### src/rtl/turn_pkg.sv
// turn_pkg: shared constants and types for the turn-indicator banner.
//   TURN_W / TURN_H : bitmap size in ROM pixels (80 x 44)
//   COL_P0 / COL_P1 : banner colours for player 0 (red) and player 1 (blue)
//   turn_state_t    : display state of the banner controller
package turn_pkg;

  localparam int TURN_W = 80;
  localparam int TURN_H = 44;

  localparam logic [2:0] COL_P0 = 3'b100;
  localparam logic [2:0] COL_P1 = 3'b001;

  typedef enum logic [1:0] {
    HIDE  = 2'd0,
    BLINK = 2'd1,
    SHOW  = 2'd2
  } turn_state_t;

endpackage

### src/rtl/turn_blink_ctrl.sv
// turn_blink_ctrl: show / blink / hide state machine for the turn banner.
// Optional feature macro: TURN_BLINK_EN. When defined, show_turn enters
// BLINK, where visible toggles every 16 frames until BLINK_FRAMES frame
// ticks have passed, then SHOW. When undefined, show_turn goes straight to
// SHOW and frame_tick is ignored.
// Ports:
//   clk        : pixel clock
//   reset_n    : asynchronous active-low reset
//   frame_tick : one-cycle pulse per frame (start of vertical blanking)
//   show_turn  : one-cycle pulse, start (or restart) displaying the banner
//   clear_turn : one-cycle pulse, hide the banner (wins over show_turn)
//   visible    : registered display enable
module turn_blink_ctrl
  import turn_pkg::*;
#(
  parameter int BLINK_FRAMES = 120
) (
  input  logic clk,
  input  logic reset_n,
  input  logic frame_tick,
  input  logic show_turn,
  input  logic clear_turn,
  output logic visible
);

  localparam logic [7:0] LAST_FRAME = 8'(BLINK_FRAMES - 1);

  turn_state_t state_reg;

`ifdef TURN_BLINK_EN
  logic [7:0] frame_cnt_reg;
  logic [7:0] frame_cnt_inc;

  // Saturating increment: the counter never wraps while blinking.
  assign frame_cnt_inc = (frame_cnt_reg == 8'hFF) ? frame_cnt_reg
                                                  : frame_cnt_reg + 8'd1;

  always_ff @(posedge clk or negedge reset_n) begin
    if (!reset_n) begin
      state_reg     <= HIDE;
      frame_cnt_reg <= 8'd0;
      visible       <= 1'b0;
    end else if (clear_turn) begin
      state_reg     <= HIDE;
      frame_cnt_reg <= 8'd0;
      visible       <= 1'b0;
    end else if (show_turn) begin
      // Entering (or restarting) BLINK: count 0 has bit 4 clear -> on.
      state_reg     <= BLINK;
      frame_cnt_reg <= 8'd0;
      visible       <= 1'b1;
    end else if (state_reg == BLINK && frame_tick) begin
      if (frame_cnt_reg == LAST_FRAME) begin
        state_reg <= SHOW;
        visible   <= 1'b1;
      end else begin
        frame_cnt_reg <= frame_cnt_inc;
        // visible tracks the counter value being stored: 16 on, 16 off.
        visible       <= ~frame_cnt_inc[4];
      end
    end
  end
`else
  // Keeps frame_tick, the blink length and the state register tied off
  // in the build without blinking.
  logic unused_ctrl;
  assign unused_ctrl = ^{frame_tick, LAST_FRAME, state_reg};

  always_ff @(posedge clk or negedge reset_n) begin
    if (!reset_n) begin
      state_reg <= HIDE;
      visible   <= 1'b0;
    end else if (clear_turn) begin
      state_reg <= HIDE;
      visible   <= 1'b0;
    end else if (show_turn) begin
      state_reg <= SHOW;
      visible   <= 1'b1;
    end
  end
`endif

endmodule

### src/rtl/turn_banner_renderer.sv
// turn_banner_renderer: overlays the 80x44 turn-indicator bitmap on the VGA
// raster. Converts raster coordinates to a ROM row address and column bit,
// absorbs the external ROM's one-cycle read latency, and registers a
// coloured pixel (2 clocks after pixel_x / pixel_y).
// Optional feature macro: TURN_BLINK_EN (see turn_blink_ctrl).
// Parameters: X0 / Y0 banner top-left, SCALE_SH log2 scale (0 or 1),
//             BLINK_FRAMES frames spent blinking before steady SHOW.
// Ports:
//   clk, reset_n                 : pixel clock, async active-low reset
//   pixel_x, pixel_y, video_on   : raster position and active-area flag
//   frame_tick                   : per-frame pulse
//   show_turn, clear_turn        : banner commands
//   player                       : colour select (0 red, 1 blue)
//   rom_addr                     : combinational row address to turn_rom
//   rom_data                     : row data from turn_rom (bit 79 = leftmost)
//   pixel_on, rgb                : registered banner pixel and colour
//   visible                      : display enable from the controller
module turn_banner_renderer
  import turn_pkg::*;
#(
  parameter int X0           = 280,
  parameter int Y0           = 200,
  parameter int SCALE_SH     = 0,
  parameter int BLINK_FRAMES = 120
) (
  input  logic        clk,
  input  logic        reset_n,
  input  logic [9:0]  pixel_x,
  input  logic [9:0]  pixel_y,
  input  logic        video_on,
  input  logic        frame_tick,
  input  logic        show_turn,
  input  logic        clear_turn,
  input  logic        player,
  output logic [5:0]  rom_addr,
  input  logic [79:0] rom_data,
  output logic        pixel_on,
  output logic [2:0]  rgb,
  output logic        visible
);

  localparam logic [9:0] X0_V = 10'(X0);
  localparam logic [9:0] Y0_V = 10'(Y0);

  logic [9:0] dx, dy, dx_s, dy_s;
  logic       in_region;
  logic [6:0] col_next;

  logic [6:0] col1_reg;
  logic       inreg1_reg;
  logic       player1_reg;
  logic       pixel_on_next;
  logic [2:0] rgb_next;

  // Offsets wrap when left of / above the banner; the >= tests reject those.
  assign dx   = pixel_x - X0_V;
  assign dy   = pixel_y - Y0_V;
  assign dx_s = dx >> SCALE_SH;
  assign dy_s = dy >> SCALE_SH;

  assign in_region = (pixel_x >= X0_V) && (pixel_y >= Y0_V) &&
                     (dx_s < 10'(TURN_W)) && (dy_s < 10'(TURN_H));

  // Out-of-region rows are parked at 0 so the ROM never sees 0x2C-0x3F.
  assign rom_addr = in_region ? dy_s[5:0] : 6'd0;
  assign col_next = in_region ? 7'(7'd79 - dx_s[6:0]) : 7'd0;

  // Stage 1 runs alongside the ROM's internal address register.
  always_ff @(posedge clk or negedge reset_n) begin
    if (!reset_n) begin
      col1_reg    <= 7'd0;
      inreg1_reg  <= 1'b0;
      player1_reg <= 1'b0;
    end else begin
      col1_reg    <= col_next;
      inreg1_reg  <= in_region & video_on;
      player1_reg <= player;
    end
  end

  assign pixel_on_next = inreg1_reg & rom_data[col1_reg] & visible;
  assign rgb_next      = pixel_on_next ? (player1_reg ? COL_P1 : COL_P0)
                                       : 3'b000;

  always_ff @(posedge clk or negedge reset_n) begin
    if (!reset_n) begin
      pixel_on <= 1'b0;
      rgb      <= 3'b000;
    end else begin
      pixel_on <= pixel_on_next;
      rgb      <= rgb_next;
    end
  end

  turn_blink_ctrl #(
    .BLINK_FRAMES(BLINK_FRAMES)
  ) u_ctrl (
    .clk       (clk),
    .reset_n   (reset_n),
    .frame_tick(frame_tick),
    .show_turn (show_turn),
    .clear_turn(clear_turn),
    .visible   (visible)
  );

endmodule

### config.mk
export PLATFORM = sky130hd
export DESIGN_NAME = turn_banner_renderer
export DESIGN_NICKNAME = d
export VERILOG_FILES = /design/src/rtl/turn_pkg.sv /design/src/rtl/turn_blink_ctrl.sv /design/src/rtl/turn_banner_renderer.sv
export SDC_FILE = /design/constraint.sdc
export NUM_CORES = 1
export LEC_CHECK = 0
export BUFFER_PORTS_ARGS = -buffer_cell sky130_fd_sc_hd__buf_2
export CAP_MARGIN = 20
export CORE_MARGIN = 10
export CORE_UTILIZATION = 42
export CTS_CLUSTER_DIAMETER = 50
export DETAILED_ROUTE_END_ITERATION = 10
export GPL_TIMING_DRIVEN = 0
export PLACE_DENSITY = 0.86
export SYNTH_ARGS = -nofsm -noshare
export SYNTH_HDL_FRONTEND = slang
export SYNTH_SLANG_ARGS = --single-unit
### constraint.sdc
create_clock -name clk -period 4.24 [get_ports clk]
set_clock_uncertainty 0.05 [all_clocks]
set_input_delay 0.212 -clock clk [delete_from_list [all_inputs] [get_ports clk]]
set_output_delay 0.212 -clock clk [all_outputs]
set_load 0.02 [all_outputs]
==> summary.txt <==
Outcome
  – Outcome: completed

Layout
  – Area grow syn2layout: 47.5%
  – N_diodes: 0
  – Most common cell after layout, fill and taps aside: buf_2
  – Fillcell total: 296
  – Final core occ: a little under two thirds
  – Area occupied by multi-input gates: 0.00102 mm²
  – Sequential Area: 325 µm²
  – Nets: 360
  – Most frequent cells in the layout: buf_2, mux4_2, nor3_1
  – Max reg flops: 7
  – Share of layout cells above drive strength 1: a little under three fifths

Setup path
  – Buf/Inv on CP: 3
  – CP Launch Type: input pin
  – CP Launch Point: pixel_x[3]
  – Critical Path AT: about 2.1 ns
  – Critical path fanouts, max: 10
  – Crit path top cell by count: buf_2
  – Endpoint class of the critical path: primary output
  – Critical path's top delay family: compound AO/OA/AOI/OAI gates
  – R2r startpoint: col1_reg[0]
  – Critical path required time: slightly below 4 ns
  – CP max stage cell: o41ai_1
  – CP Class: input pin to primary output
  – Largest stage delay on the critical path: between 0.4 and 0.5 ns
  – Critical path, cell by cell: buf_2 -> ha_1 -> o41ai_1 -> a211oi_1 -> o22ai_1 -> clkbuf_1 -> nor3_1 -> buf_2

Timing
  – Total Neg Setup Slack: 0 ns
  – Final setup fails: 0
  – Max Freq: 420 MHz
  – Final Cycle Share: ~56%
  – Max-slew violation count: 0
  – Worst slew pin tran: between 0.5 and 0.6 ns
  – Period minus WS final: between 2 and 2.5 ns
  – Hold Vio Cnt, Final: 0
  – RSZ-0062 raised after global routing: false
  – Worst slew margin: 65.9%

Power
  – Power Dens Cells: approximately 140 mW/mm²
  – Worst vdd ir: approximately 0.00011 V
  – Overall power: 0.304 mW
  – Leakage: roughly 1.0 nW

Clocking
  – Sink Count: 13
  – Total of cells resized after clock tree synthesis: 0
  – H-Tree Depth: 1
  – Worst-path clk slew: approximately 0.07 ns
  – Total clock buffers created by CTS: 3
  – Max clock buf depth: 2
  – CTS tree: yes
  – Clock Latency Late Sink: around 0.26 ns
  – Root Buffer: clkbuf_4

Die
  – Die area: slightly above 0.006 mm²
  – Initial core utilization: between 40% and 50%
  – Die Y: 78.3 µm
  – Row count: 21
  – Core area: around 0.0033 mm²
  – DIE WIDTH: approximately 78 µm
  – # IOs: roughly 120

Synthesis
  – Synth Register Bits: 13
  – Avg Cell Area, Syn: about 11 µm²
  – Synth cell types: 37
  – Syn. warnings: 0
  – Synthesized area: 0.00143 mm²
  – Ys async rst share: 100%
  – Mapped Cells: 128
  – Post-synthesis sequential area ratio: between 20% and 30%
  – Number of synthesized flops with an enable pin: 0
  – Most used DFF post-synth: dfrtp_1
  – Synthesized Nets: around 240

Routing
  – Detailed-route via count: about 1600
  – Detail-routed net length per standard cell: ~17 µm
  – Drt total wl: 5.03 mm
  – DRC Markers: 0
  – Initial drt markers: 65
  – Via/cell ratio: ~5.3
  – Post-route ant nets: 0
  – Pre-antenna DRT Iters: 4

Global routing
  – Met1 usage: between 10% and 20%
  – Largest net degree at the start of global routing: 14
  – Met3 Use GR: under 10%
  – Vias in the first global route: between 1500 and 2000
  – Initial antenna violation count: 0
  – Gr ovfl total: 0
  – GRT Util Overall: roughly 16%
  – First-pass GRT wire length: about 8 mm
  – Most Crowded Layer GR: met2
  – Routing usage on met2: ~30%

Placement
  – Post-DP HPWL: around 4.5 mm
  – GPL Wtd Cong: 0.818
  – Port buffer count: between 100 and 150

Run
  – Max_cap viols: 0

Hold path
  – Worst hold path type: input pin to flip-flop
  – HP Start: clear_turn
## through the flow
step                      instance area (µm²)  hold slack [ns]  setup slack, ns  instances
after floorplan                          1430           -0.134             2.06        128
after global placement                   2060           0.0551             1.90        289
after detailed placement                 2060           0.0580             1.84        289
after CTS                                2110           0.0338             1.84        295
after global routing                     2110           0.0270             1.64        295
final                                    2110           0.0432             1.86        295
## power breakdown
part,total [mW],switching (mW),internal [mW]
Sequential,0.126,0.000875,0.125
Clock,0.0713,0.0350,0.0363
Combinational,0.107,0.0428,0.0640
## logic make-up (layout without fill, tap and decap cells)
family	count (synthesis)	in the layout	synth area share (%)
flops	13	13	22.8
buf+inv	18	139	5.87
simple gates	43	43	17.1
compound gates	16	16	8.23
other cells	1	1	0.262
mux	27	27	38.9
xor+xnor	7	7	4.29
fa+ha+maj	3	3	2.63
## per-layer routing
| metal | routed length [µm] | up-vias |
|---|---|---|
| li1 | - | 752 |
| met2 | 2610 | 82 |
| met4 | 32 | 0 |
| met3 | 427 | 2 |
| met5 | 0 | - |
| met1 | 1960 | 721 |
## final timing paths
kind | end | slack (ns) | cells after the start
worst max register to register | rgb[2] | 2.01 | 6
worst min register to register | rgb[2] | 0.37 | 1
max in group asynchronous | inreg1_reg | 3.61 | 2
min in group asynchronous | pixel_on | 0.32 | 2
worst max-delay path | rom_addr[2] | 1.86 | 8
worst min-delay path | u_ctrl.visible | 0.04 | 2
## worst reg2reg max path, cell delays in order (launching register included)
cell and delay [ns]:
dfrtp_1 0.35, buf_6 0.16, mux4_1 0.56, mux4_2 0.47, and4b_4 0.22, a41oi_2 0.20, a21oi_1 0.10
## cells in the mapped netlist, drive strengths merged, types with 3 or more instances
cell   count  area share, %
inv       10            2.6
buf        6            2.7
xor2       5            3.1
nor3      14            4.9
a21oi      4            1.4
mux2i      6            4.2
dfrtp     13             23
nand2      5            1.3
ha         3            2.6
nor2       6            1.6
nor3b      4            2.1
o22ai      3            1.3
mux4      21             35
## what timing repair did
action                                 in CTS  in global routing
setup buffers                               0                  0
hold buffers                                2                  0
endpoints found under the hold margin      14                  0
## cell type report
type	instances	share of cell area (%)
sequential	13	15.4
buffer	8	2.20
multi-input combinational	97	48.4
timing repair buffer	117	28.2
inverter	10	1.78
tap	46	2.73
clock buffer	4	1.25
No activity file was read; power rests on OpenSTA's default activity.
